===== config.mk =====
export PLATFORM = sky130hd
export DESIGN_NAME = bolucu_seq
export DESIGN_NICKNAME = d
export VERILOG_FILES = /design/src/rtl/bolucu_pkg.sv /design/src/rtl/bolucu_adim.sv /design/src/rtl/bolucu_seq.sv
export SDC_FILE = /design/constraint.sdc
export NUM_CORES = 1
export LEC_CHECK = 0
export CORE_UTILIZATION = 50
export CTS_BUF_LIST = sky130_fd_sc_hd__clkbuf_2 sky130_fd_sc_hd__clkbuf_4 sky130_fd_sc_hd__clkbuf_8
export DETAILED_ROUTE_END_ITERATION = 10
export GPL_TIMING_DRIVEN = 1
export PLACE_DENSITY = 0.71
export SLEW_MARGIN = 0
export SYNTH_ARGS = -nofsm -noshare
export SYNTH_HDL_FRONTEND = slang
export SYNTH_SLANG_ARGS = --single-unit

===== constraint.sdc =====
create_clock -name clk_i -period 7.56 [get_ports clk_i]
set_input_delay 1.134 -clock clk_i [delete_from_list [all_inputs] [get_ports clk_i]]
set_output_delay 1.134 -clock clk_i [all_outputs]
set_load 0.01 [all_outputs]

===== src/rtl/bolucu_pkg.sv =====
// Shared constants and state encoding for the iterative divider.
package bolucu_pkg;

  localparam int unsigned VERI_BIT = 32;
  localparam int unsigned LATENCY  = VERI_BIT + 2;
  localparam int unsigned BOL_ADIM = LATENCY - 2;
  localparam int unsigned SAYAC_W  = $clog2(VERI_BIT);

  localparam logic [VERI_BIT-1:0] DIV0_BOLUM = '1;
  localparam logic [VERI_BIT-1:0] OVF_BOLUM  = {1'b1, {(VERI_BIT-1){1'b0}}};

  typedef enum logic [1:0] {
    BOSTA   = 2'd0,
    HAZIRLA = 2'd1,
    BOL     = 2'd2,
    DUZELT  = 2'd3
  } durum_t;

endpackage


===== src/rtl/bolucu_adim.sv =====
// One restoring-division step: shift in the next dividend bit, subtract if it fits.
module bolucu_adim
  import bolucu_pkg::*;
(
  input  logic [VERI_BIT-1:0] i_r,
  input  logic                i_q_msb,
  input  logic [VERI_BIT-1:0] i_d,
  output logic [VERI_BIT-1:0] o_r,
  output logic                o_q_bit
);

  logic [VERI_BIT:0]   w_kaydir;
  logic [VERI_BIT+1:0] w_fark;
  logic                w_borc;
  logic                w_unused_ust;

  assign w_kaydir = {i_r, i_q_msb};
  assign w_fark   = {1'b0, w_kaydir} - {2'b00, i_d};
  assign w_borc   = w_fark[VERI_BIT+1];

  // Borrow out means the shifted remainder is below the divisor: restore.
  always_comb begin
    o_q_bit = ~w_borc;
    o_r     = w_borc ? w_kaydir[VERI_BIT-1:0] : w_fark[VERI_BIT-1:0];
  end

  // The top bit of either candidate is always zero when it is selected.
  assign w_unused_ust = w_kaydir[VERI_BIT] ^ w_fark[VERI_BIT];

endmodule


===== src/rtl/bolucu_seq.sv =====
// Radix-2 restoring 32-bit divider, signed/unsigned, fixed LATENCY handshake.
module bolucu_seq
  import bolucu_pkg::*;
(
  input  logic                clk_i,
  input  logic                rstn_i,
  input  logic [VERI_BIT-1:0] islec0_i,
  input  logic [VERI_BIT-1:0] islec1_i,
  input  logic                isaretli_i,
  input  logic                islem_gecerli_i,
  output logic                hazir_o,
  input  logic                iptal_i,
  output logic [VERI_BIT-1:0] bolum_o,
  output logic [VERI_BIT-1:0] kalan_o,
  output logic                sonuc_gecerli_o
);

  durum_t              r_durum, w_durum_sonraki;
  logic [SAYAC_W-1:0]  r_sayac;
  logic [VERI_BIT-1:0] r_islec0, r_islec1, r_q, r_r, r_d, r_bolum, r_kalan;
  logic                r_isaretli, r_q_neg, r_r_neg, r_div0, r_ovf;
  logic                r_hazir, r_sonuc_gecerli;
  logic                w_kabul, w_sonuc_yukle, w_hazir_sonraki, w_q_bit;
  logic [VERI_BIT-1:0] w_abs0, w_abs1, w_r_sonraki, w_bolum_son, w_kalan_son;

  assign w_abs0 = (r_isaretli && r_islec0[VERI_BIT-1]) ? -r_islec0 : r_islec0;
  assign w_abs1 = (r_isaretli && r_islec1[VERI_BIT-1]) ? -r_islec1 : r_islec1;

  bolucu_adim u_adim (
    .i_r     (r_r),
    .i_q_msb (r_q[VERI_BIT-1]),
    .i_d     (r_d),
    .o_r     (w_r_sonraki),
    .o_q_bit (w_q_bit)
  );

  // State register.
  always_ff @(posedge clk_i or negedge rstn_i) begin
    if (!rstn_i) r_durum <= BOSTA;
    else         r_durum <= w_durum_sonraki;
  end

  // Next-state logic; flush overrides every state.
  always_comb begin
    w_durum_sonraki = r_durum;
    if (iptal_i) begin
      w_durum_sonraki = BOSTA;
    end else begin
      case (r_durum)
        BOSTA:   if (islem_gecerli_i) w_durum_sonraki = HAZIRLA;
        HAZIRLA: w_durum_sonraki = BOL;
        BOL:     if (r_sayac == '0) w_durum_sonraki = DUZELT;
        DUZELT:  w_durum_sonraki = BOSTA;
        default: w_durum_sonraki = BOSTA;
      endcase
    end
  end

  // FSM control outputs feeding the registered ports and datapath.
  always_comb begin
    w_kabul         = (r_durum == BOSTA) && islem_gecerli_i && !iptal_i;
    w_sonuc_yukle   = (r_durum == DUZELT) && !iptal_i;
    w_hazir_sonraki = (w_durum_sonraki == BOSTA);
  end

  // Final result: sign fix, then special cases take priority.
  always_comb begin
    w_bolum_son = r_q_neg ? -r_q : r_q;
    w_kalan_son = r_r_neg ? -r_r : r_r;
    if (r_div0) begin
      w_bolum_son = DIV0_BOLUM;
      w_kalan_son = r_islec0;
    end else if (r_ovf) begin
      w_bolum_son = OVF_BOLUM;
      w_kalan_son = '0;
    end
  end

  // Operand capture, preparation and the iterative shift/subtract.
  always_ff @(posedge clk_i or negedge rstn_i) begin
    if (!rstn_i) begin
      r_islec0   <= '0;
      r_islec1   <= '0;
      r_isaretli <= 1'b0;
      r_q_neg    <= 1'b0;
      r_r_neg    <= 1'b0;
      r_div0     <= 1'b0;
      r_ovf      <= 1'b0;
      r_q        <= '0;
      r_r        <= '0;
      r_d        <= '0;
      r_sayac    <= '0;
    end else begin
      case (r_durum)
        BOSTA: begin
          if (w_kabul) begin
            r_islec0   <= islec0_i;
            r_islec1   <= islec1_i;
            r_isaretli <= isaretli_i;
            r_q_neg    <= isaretli_i & (islec0_i[VERI_BIT-1] ^ islec1_i[VERI_BIT-1]);
            r_r_neg    <= isaretli_i & islec0_i[VERI_BIT-1];
          end
        end
        HAZIRLA: begin
          r_q     <= w_abs0;
          r_d     <= w_abs1;
          r_r     <= '0;
          r_div0  <= (r_islec1 == '0);
          r_ovf   <= r_isaretli && (r_islec0 == OVF_BOLUM) && (r_islec1 == '1);
          r_sayac <= SAYAC_W'(BOL_ADIM - 1);
        end
        BOL: begin
          r_q     <= {r_q[VERI_BIT-2:0], w_q_bit};
          r_r     <= w_r_sonraki;
          r_sayac <= r_sayac - 1'b1;
        end
        default: ;
      endcase
    end
  end

  // Registered handshake and result outputs; results hold until the next load.
  always_ff @(posedge clk_i or negedge rstn_i) begin
    if (!rstn_i) begin
      r_hazir         <= 1'b1;
      r_sonuc_gecerli <= 1'b0;
      r_bolum         <= '0;
      r_kalan         <= '0;
    end else begin
      r_hazir         <= w_hazir_sonraki;
      r_sonuc_gecerli <= w_sonuc_yukle;
      if (w_sonuc_yukle) begin
        r_bolum <= w_bolum_son;
        r_kalan <= w_kalan_son;
      end
    end
  end

  assign hazir_o         = r_hazir;
  assign sonuc_gecerli_o = r_sonuc_gecerli;
  assign bolum_o         = r_bolum;
  assign kalan_o         = r_kalan;

endmodule


* After elaboration in Yosys (flattened, before gate mapping)
Cells that the tools add are included.
** Word-level totals
- Register bits after elaboration :: 238
- Bits in writable memories :: 0
- Memories :: 0
- Bits of input ports :: 69
- Latch bits :: 0
- ROM bits :: 0
** Operators by class
- Add/sub/neg operators :: 6
- $lt $le $gt $ge :: 0
- Shifts and indexed selects :: 0
- Reduce and logical (&&, ||, !) cells :: 14
- Div/mod/pow operators :: 0
- Mux-type cells :: 16
- $mul :: 0
- Bitwise operators :: 4
- Equality and inequality tests :: 5
** Operators with widths (count)
- $mux 32 :: 9
- $neg 32->32 :: 4
- $pmux 32 s2 :: 2
- $eq 32x32->1 const B :: 2
- $sub 33x32->34 :: 1
- $logic_not 32->1 :: 1
- $pmux 5 s2 :: 1
- $pmux 2 s4 :: 1
- $logic_and 1x1->1 :: 7
- $mux 2 :: 3
- $logic_not 5->1 :: 1
- $sub 5x1->5 const B :: 1
- $eq 2x2->1 const B :: 2
- $logic_not 2->1 :: 2
- $and 1x1->1 :: 2
- $eq 2x1->1 const B :: 1
- $reduce_and 2->1 :: 1
- $reduce_bool 2->1 :: 1
- $logic_not 1->1 :: 1
- $not 1->1 :: 1
- $xor 1x1->1 :: 1

* Logic depth before layout (Yosys ltp)
Gate-level depths: netlist of the first run.
- Word-level depth :: 5
- Mapped depth :: 13
- Mapped depth without buffers :: 12

* Cells and area by module
From an unflattened synthesis of the first run, not the netlist that was laid out.
** Unflattened totals
- Cells, all modules :: 1695
- Area, all modules :: 15010.6 µm²
** Modules (own cells, without submodules)
- bolucu_seq :: seq. area each 5957.0 µm², cells an instance 1323, instances 1, area each 12637.1 µm²
- bolucu_adim :: seq. area each 0.0 µm², cells an instance 372, instances 1, area each 2373.5 µm²

* Worst setup path before layout of the first run
OpenSTA, ideal clock, no wires.
- Kind :: register -> register
- Start point :: reg r_r[0]
- End point :: reg r_r[31]
- Setup slack :: 4.788 ns
- Path buffers :: 0
- Clock period less this slack :: 2.772 ns
- Data arrival time :: 2.688 ns
- Required time :: 7.476 ns
- Stages on the path, launching flop included :: 11
- Cells stage by stage :: dfrtp_1 > ha_1 > nor2b_1 > o21a_1 > a311o_1 > o211ai_1 > o211a_1 > o21ai_0 > a41oi_1 > mux2_2 > a21boi_0
** Between the ends
- Cells in the longest elaborated chain, start to end :: 3
** Ends and longest elaborated chain
- start, declared :: line bolucu_seq.sv:20 : logic [VERI_BIT-1:0] r_islec0, r_islec1, r_q, r_r, r_d, r_bolum, r_kalan;
- start signal, assigned :: line bolucu_seq.sv:114 : r_r <= w_r_sonraki;
- $sub 33x32->34 :: line bolucu_adim.sv:18 : assign w_fark = {1'b0, w_kaydir} - {2'b00, i_d};
- $mux 32 :: line bolucu_adim.sv:24 : o_r = w_borc ? w_kaydir[VERI_BIT-1:0] : w_fark[VERI_BIT-1:0];
- $pmux 32 s2 :: line bolucu_seq.sv:94 : case (r_durum)
No other way between the ends.
A chain may end at the register's enable or synchronous reset.

* Final worst setup path of the first run
- Start point :: reg r_r[0]
- End point :: reg r_r[18]
The elaborated chain is that of the path after synthesis.

==> results of run 1 <==
## registers in the layout (all words and copies together) (netlist names)
register         flops
r_q_neg              1
r_islec1            32
r_d                 32
bolum_o             32
r_q                 32
kalan_o             32
r_sayac              5
r_isaretli           1
r_r                 32
r_ovf                1
r_islec0            32
r_durum              2
r_div0               1
sonuc_gecerli_o      1
r_r_neg              1
hazir_o              1
## logic make-up after synthesis
logic type               after synthesis
XOR/XNOR                             146
buffers and inverters                145
AND/OR/NAND/NOR                      410
flip-flops                           238
AO/OA/AOI/OAI                        386
adder cells (fa/ha/maj)               43
multiplexers                         118
## worst max-delay path by stage
stage                       startpoint                 endpoint  slack [ns]  depth (start not counted)
floorplan           r_r[0]$_DFFE_PN0P_      r_r[31]$_DFFE_PN0P_        4.79                         10
global placement               iptal_i  bolum_o[29]$_DFFE_PN0P_        3.93                          8
detailed placement             iptal_i   bolum_o[7]$_DFFE_PN0P_        3.87                          7
CTS                 r_r[0]$_DFFE_PN0P_      r_r[18]$_DFFE_PN0P_        4.14                         10
global route        r_r[0]$_DFFE_PN0P_      r_r[18]$_DFFE_PN0P_        3.87                         10
finish              r_r[0]$_DFFE_PN0P_      r_r[18]$_DFFE_PN0P_        4.15                         10
## routing by layer
layer | track usage [%] | vias up
met5 | 0 | -
met4 | 8.696 | 0
met3 | 3.731 | 66
met2 | 40.66 | 284
met1 | 33.89 | 5439
li1 | - | 5510
## cell usage after synthesis, types with 4 or more instances
| cell | instances |
|---|---|
| dfrtp_1 | 237 |
| nor2_1 | 162 |
| nand2_1 | 110 |
| a21oi_1 | 108 |
| o21ai_0 | 102 |
| xnor2_1 | 99 |
| mux2_2 | 96 |
| inv_1 | 67 |
| clkbuf_1 | 65 |
| xor2_1 | 47 |
| ha_1 | 42 |
| a221oi_1 | 27 |
| mux2i_1 | 22 |
| o31ai_1 | 22 |
| nor3_1 | 21 |
| nand3_1 | 18 |
| o22a_1 | 17 |
| a21o_1 | 16 |
| nand4_1 | 16 |
| o21a_1 | 14 |
| or3_1 | 14 |
| o2bb2ai_1 | 12 |
| a31oi_1 | 10 |
| nand2b_1 | 10 |
| o22ai_1 | 10 |
| buf_1 | 8 |
| nor4_1 | 8 |
| o41ai_1 | 7 |
| and3_1 | 6 |
| nor2b_1 | 6 |
| a21boi_0 | 5 |
| and2_1 | 5 |
| or2_2 | 5 |
| a211o_1 | 4 |
| a32oi_1 | 4 |
| o21ai_2 | 4 |
| or4_1 | 4 |
## power by group through the flow
| stage | registers [uW] | clock network, uW | logic, uW |
|---|---|---|---|
| 6_report | 2280 | 1410 | 2200 |
| 3_3_place_gp | 2280 | 0 | 2160 |
| 4_1_cts | 2270 | 1440 | 2210 |
| 3_5_place_dp | 2290 | 0 | 2200 |
| 2_1_floorplan | 2170 | 0 | 1480 |
| 5_1_grt | 2340 | 1490 | 2460 |
## layout make-up
cell class	count	area, um2
clock buffer	71	914.6
inverter	68	255.2
multi-input combinational	1103	7565
fill	2409	10990
clock inverter	8	120.1
tap	378	473.0
timing repair buffer	145	1429
sequential	238	5957
## critical path, cell delays in order, from the launching register on
cell	delay (ns)
dfrtp_1	0.43
ha_1	0.30
nor2b_1	0.13
o21a_1	0.18
a311o_1	0.42
o211ai_1	0.45
o211a_1	0.26
o21a_1	0.22
o21a_1	0.48
nor3_1	0.13
a211o_1	0.30
## through the flow
step / cells / util, %
CTS: 2011 / 60.33
global route: 2011 / 60.33
detailed placement: 1932 / 56.59
global placement: 1932 / 56.59
finish: 2011 / 60.33
floorplan: 1486 / -
==> impl_results.md, run 1 <==
* Leading area contributor after synthesis: dfrtp_1
* Sequential share of the synthesized area at 42.35%
* Pin count of the biggest net entering global routing at 108
* IO Pins at 135
* Area post-placement at 0.01568 mm2
* Crit path DAT at 3.85 ns
* Crit start category: flop
* Die width at 169.7 um
* Largest family of logic cells by synthesized area: compound AO/OA/AOI/OAI gates
* Most used DFF post-synth: dfrtp_1
* Hold_sp: bolum_o[24]$_DFFE_PN0P_
* Worst-Margin Slew at 1.280 ns
* Post-Synth Adder-Cell Area at 3.878%
* Period utilisation layout at 45.17%
* Commonest cells after routing, fill and taps aside: dfrtp_1, nor2_1, clkdlybuf4s50_1
* CTS Buf Count at 44
* Flop pwr share at 38.7%
* PostCTS Resize Cnt at 0
* Max Root-Sink Buffers at 3
* Global-route wire length before repair at 57,550 um
* Pwr Density at 352.3 mW/mm2
* Core box area at 0.02771 mm2
* Area delta synth->final at 18.81%
* Psw at 2139 uW
* Commonest non-fill, non-tap cell in the layout: dfrtp_1
* Status: finished, final reports clean
* Clock sink count at 238
* Synthesized cell area at 0.01407 mm2
* Standard-cell rows at 61
* Fin. max-slew vios at 0
* Wire per inst at 17.36 um
* Worst Setup Slack, final at 4.145 ns
* DPL Wire Length at 24,900 um
* Final setup violation count at 0
* Post-synthesis xor/xnor area fraction at 9.090%
* GRT Total Usage at 24.96%
* Max cap viols at 0
* Routed met1 length at 15,670 um
* ANT cells at 0
* Worst r2r path cells at 10
* Dpl ws at 3.874 ns
* Gate power share at 37.4%
* Setup TNS at 0 ns
* H-tree lvl count at 2
* RSZ-0062 raised after global routing: no
* Final ANT Viol Nets at 0
* Die Y at 169.7 um
* Nets at 1,712
* Met2 wire len at 16,500 um
* Fin area at 0.01671 mm2
* Die area at 0.02881 mm2
* GRT overflow at 0
* Area contributors post-synth: dfrtp_1, mux2_2, xnor2_1, nor2_1, a21oi_1
* Initial drt markers at 744
* Setup Skew at 0.01705 ns
* Clock Latency Late Sink at 0.56 ns
* Synth warn at 0
* Ys async rst share at 100.0%
* Hold Crit Class: reg -> reg
* Reg-to-Reg Start: r_r[0]$_DFFE_PN0P_
* DR WL met3 at 1693 um
* Hold buffer count at CTS at 0
* Worst hold slack at 0.4764 ns
* Synth Area in Simple Gates at 13.76%
* Top Metal Used: met4
* R2R setup slack at 4.15 ns
* Power Total at 5889 uW
* Internal power at 3750 uW
* Mux cell area share after synthesis at 9.250%
* Post-Route WL at 34,910 um
* Switching Fraction at 36.32%
* TritonCTS clock tree: done
* WHS Path Cells at 2
* Worst path required time at 8.00 ns
* Worst-path maximum fanout at 15
* Share of the synthesized area in the top cell type at 42.16%
* Share of layout cells above drive strength 1 at 13.47%
* Leak at 0.007110 uW
* Initial core utilization at 50.77%
* R2R Path End: r_r[18]$_DFFE_PN0P_
* Via-to-Cell Ratio at 5.619
* Drt first pass iters at 5
* Syn_nets at 1,598
* Seq cells post-synth at 238
* Average cell area after synthesis at 9.467 um2
* Synth cell types at 74
* Worst-path clk slew at 0.06 ns
* Vias at 11,300
* Post-CTS setup buffer count at 0
* Peak VDD IR at 0.0001972 V
* Root buffer cell: clkbuf_8
* Clock power frac at 23.9%
* GP Congestion at 0.8845
* Fmax at 292.9 MHz
* Final Critical Period at 3.415 ns
* Initial antenna violation count at 0
* Post-synth EDFFs at 0
* Vias in the first global route at 11,140
* Post-synthesis compound-gate area fraction at 17.71%
* IO Port Bufs at 134
* Crit path capture type: flop
* Post-route DRC at 0
* Final hold vios at 0
* Post-Synthesis Cells at 1,486
* Crit Path Class: reg -> reg
* WHS Endpoint: bolum_o[24]$_DFFE_PN0P_
* Slew headroom at 14.60%
(Power assumes the default switching activity.)
==> inputs of run 2 (changes only) <==
- clock period: 7.56 -> 3.4 ns (I/O delays scaled with it)
==> impl_results.md, run 2 (same netlist as run 1, synthesis figures left out) <==
* Status: finished, final reports clean
* Vias in the first global route at 11,290 (+1.4%)
* Max Root-Sink Buffers at 3 (unchanged)
* Initial drt markers at 621 (-17%)
* Die width at 169.7 um (unchanged)
* Peak VDD IR at 0.0003803 V (+93%)
* GP Congestion at 0.8905 (+0.68%)
* Top cell by count, worst path: o21a_1
* GRT overflow at 0 (unchanged)
* Post-route DRC at 0 (unchanged)
* Area delta synth->final at 19.83%
* Final hold vios at 0 (unchanged)
* H-tree lvl count at 2 (unchanged)
* Pwr Density at 761.6 mW/mm2 (+120%)
* Reg-to-Reg Start: r_d[1]$_DFFE_PN0N_
* Final Util at 60.85% (+0.52 points)
* Initial antenna violation count at 0 (unchanged)
* Hold Crit Class: reg -> reg
* Area post-placement at 0.01594 mm2 (+1.7%)
* Pin count of the biggest net entering global routing at 82 (-24%)
* Slowest stage delay, CP at 0.42 ns (-0.06 ns)
* Via-to-Cell Ratio at 5.655 (+0.65%)
* DPL Wire Length at 26,670 um (+7.1%)
* Standard-cell rows at 61 (unchanged)
* Final setup violation count at 0 (unchanged)
* Slew headroom at 37.69% (+23 points)
* Vias at 11,510 (+1.8%)
* Max cap viols at 0 (unchanged)
* Initial core utilization at 50.77% (unchanged)
* Global-route wire length before repair at 59,190 um (+2.9%)
* Crit path capture type: flop
* Clock sink count at 238 (unchanged)
* Clock Latency Late Sink at 0.55 ns (about the same)
* Worst path required time at 3.80 ns (-4.20 ns)
* R2R setup slack at 0.27 ns (-3.87 ns)
* Gate power share at 39.0% (+1.6 points)
* Leak at 0.007207 uW (+1.4%)
* WHS Endpoint: bolum_o[24]$_DFFE_PN0P_
* Psw at 4760 uW (+120%)
* Hold_sp: bolum_o[24]$_DFFE_PN0P_
* Setup TNS at 0 ns (unchanged)
* Fmax at 319.6 MHz (+9.1%)
* Dpl ws at 0.1068 ns (-3.767 ns)
* Crit start category: flop
* Core box area at 0.02771 mm2 (unchanged)
* Crit Path Class: reg -> reg
* Commonest non-fill, non-tap cell in the layout: dfrtp_1
* Final ANT Viol Nets at 0 (unchanged)
* Share of layout cells above drive strength 1 at 14.73% (+1.3 points)
* Nets at 1,738 (+1.5%)
* Fillers at 2,394 (-0.62%)
* Worst path cell trace: inv_1 > ha_1 > nor2b_1 > o21a_1 > a311o_1 > o211ai_1 > o211a_1 > o21a_1 > o21a_1 > buf_4 > a21o_1 > o21ai_0
* Fin. max-slew vios at 0 (unchanged)
* ANT cells at 0 (unchanged)
* Setup Skew at 0.01154 ns (-0.005516 ns)
* IO Pins at 135 (unchanged)
* Switching Fraction at 37.07% (+0.75 points)
* Wire per inst at 17.83 um (+2.7%)
* Worst-path maximum fanout at 9 (-6)
* Worst-Margin Slew at 0.9324 ns (-0.3472 ns)
* Internal power at 8079 uW (+120%)
* Worst Setup Slack, final at 0.2708 ns (-3.875 ns)
* Placed cell count at 1,960 (+1.4%)
* Final Critical Period at 3.129 ns (-0.2853 ns)
* GRT Total Usage at 25.88% (+0.92 points)
* CTS Buf Count at 41 (-6.8%)
* Drt first pass iters at 5 (unchanged)
* IO Port Bufs at 134 (unchanged)
* Slowest-stage cell, CP: a311o_1
* TritonCTS clock tree: done
* Post-Route WL at 36,280 um (+3.9%)
* Fin area at 0.01686 mm2 (+0.86%)
* Worst r2r path cells at 12 (+2)
* Flop pwr share at 39.2% (+0.5 points)
* Root buffer cell: clkbuf_8
* WHS Path Cells at 2 (unchanged)
* Worst-path clk slew at 0.06 ns (about the same)
* Die Y at 169.7 um (unchanged)
* Die area at 0.02881 mm2 (unchanged)
* Crit path DAT at 3.53 ns (-0.32 ns)
* R2R Path End: r_q[0]$_DFFE_PN0P_
* Commonest cells after routing, fill and taps aside: dfrtp_1, nor2_1, clkdlybuf4s50_1
* Clock power frac at 21.8% (-2.1 points)
* Period utilisation layout at 92.04% (+47 points)
* Final Non-Filler Cells at 2,035 (+1.2%)
* RSZ-0062 raised after global routing: no
run 2: worst max path at each step:
stage                       startpoint             endpoint  slack, ns  cells past startpoint
global route        r_d[1]$_DFFE_PN0N_  r_r[13]$_DFFE_PN0P_       0.07                     12
floorplan           r_r[0]$_DFFE_PN0P_  r_r[31]$_DFFE_PN0P_       0.63                     10
CTS                 r_d[1]$_DFFE_PN0N_  r_r[29]$_DFFE_PN0P_       0.09                     11
detailed placement  r_d[1]$_DFFE_PN0N_  r_r[29]$_DFFE_PN0P_       0.11                     11
global placement    r_d[1]$_DFFE_PN0N_   r_r[9]$_DFFE_PN0P_       0.18                     11
finish              r_d[1]$_DFFE_PN0N_   r_q[0]$_DFFE_PN0P_       0.27                     12
run 2: layer usage:
| layer | track usage (%) | routed length [um] | vias to the layer above |
|---|---|---|---|
| li1 | - | - | 5566 |
| met1 | 34.41 | 16010 | 5555 |
| met2 | 42.48 | 17310 | 305 |
| met3 | 3.708 | 1684 | 82 |
| met4 | 10.38 | 1279 | 0 |
| met5 | 0 | 0 | - |
run 2: through the flow:
stage / total power, uW / hold slack [ns]
floorplan: 8115 / 0.2144
global placement: 9944 / 0.4566
detailed placement: 10070 / 0.4639
CTS: 12910 / 0.4773
global route: 13730 / 0.5064
finish: 12840 / 0.4692
run 2: critical path, delay by kind of cell, from the launching register on:
kind / cells / cell delay (ns)
compound gates: 8 / 1.91
fa+ha+maj: 1 / 0.26
buf+inv: 2 / 0.29
flops: 1 / 0.40
simple gates: 1 / 0.13
run 2: final cells by class:
| cell class | count | area [um2] | area share [%] |
|---|---|---|---|
| clock buffers | 68 | 835.8 | 4.958 |
| clock inverters | 6 | 60.06 | 0.3563 |
| inverters | 68 | 255.2 | 1.514 |
| multi-input cells | 1103 | 7577 | 44.95 |
| flip-flops and latches | 238 | 5957 | 35.34 |
| well taps | 378 | 473.0 | 2.806 |
| repair buffers | 174 | 1699 | 10.08 |
run 2: repair_timing:
action                                  in CTS  in global routing
endpoints found under the setup margin       0                 20
hold endpoints to repair                    67                  0
hold buffers                                 1                  0
resized for setup                            0                  3
buffers inserted                             0                  0
run 2: power by group through the flow:
stage,Sequential [uW],Clock [uW],Combinational (uW)
CTS,5020,2850,5040
global placement,5030,0,4910
finish,5030,2800,5010
global route,5170,2980,5570
detailed placement,5070,0,5000
floorplan,4830,0,3280
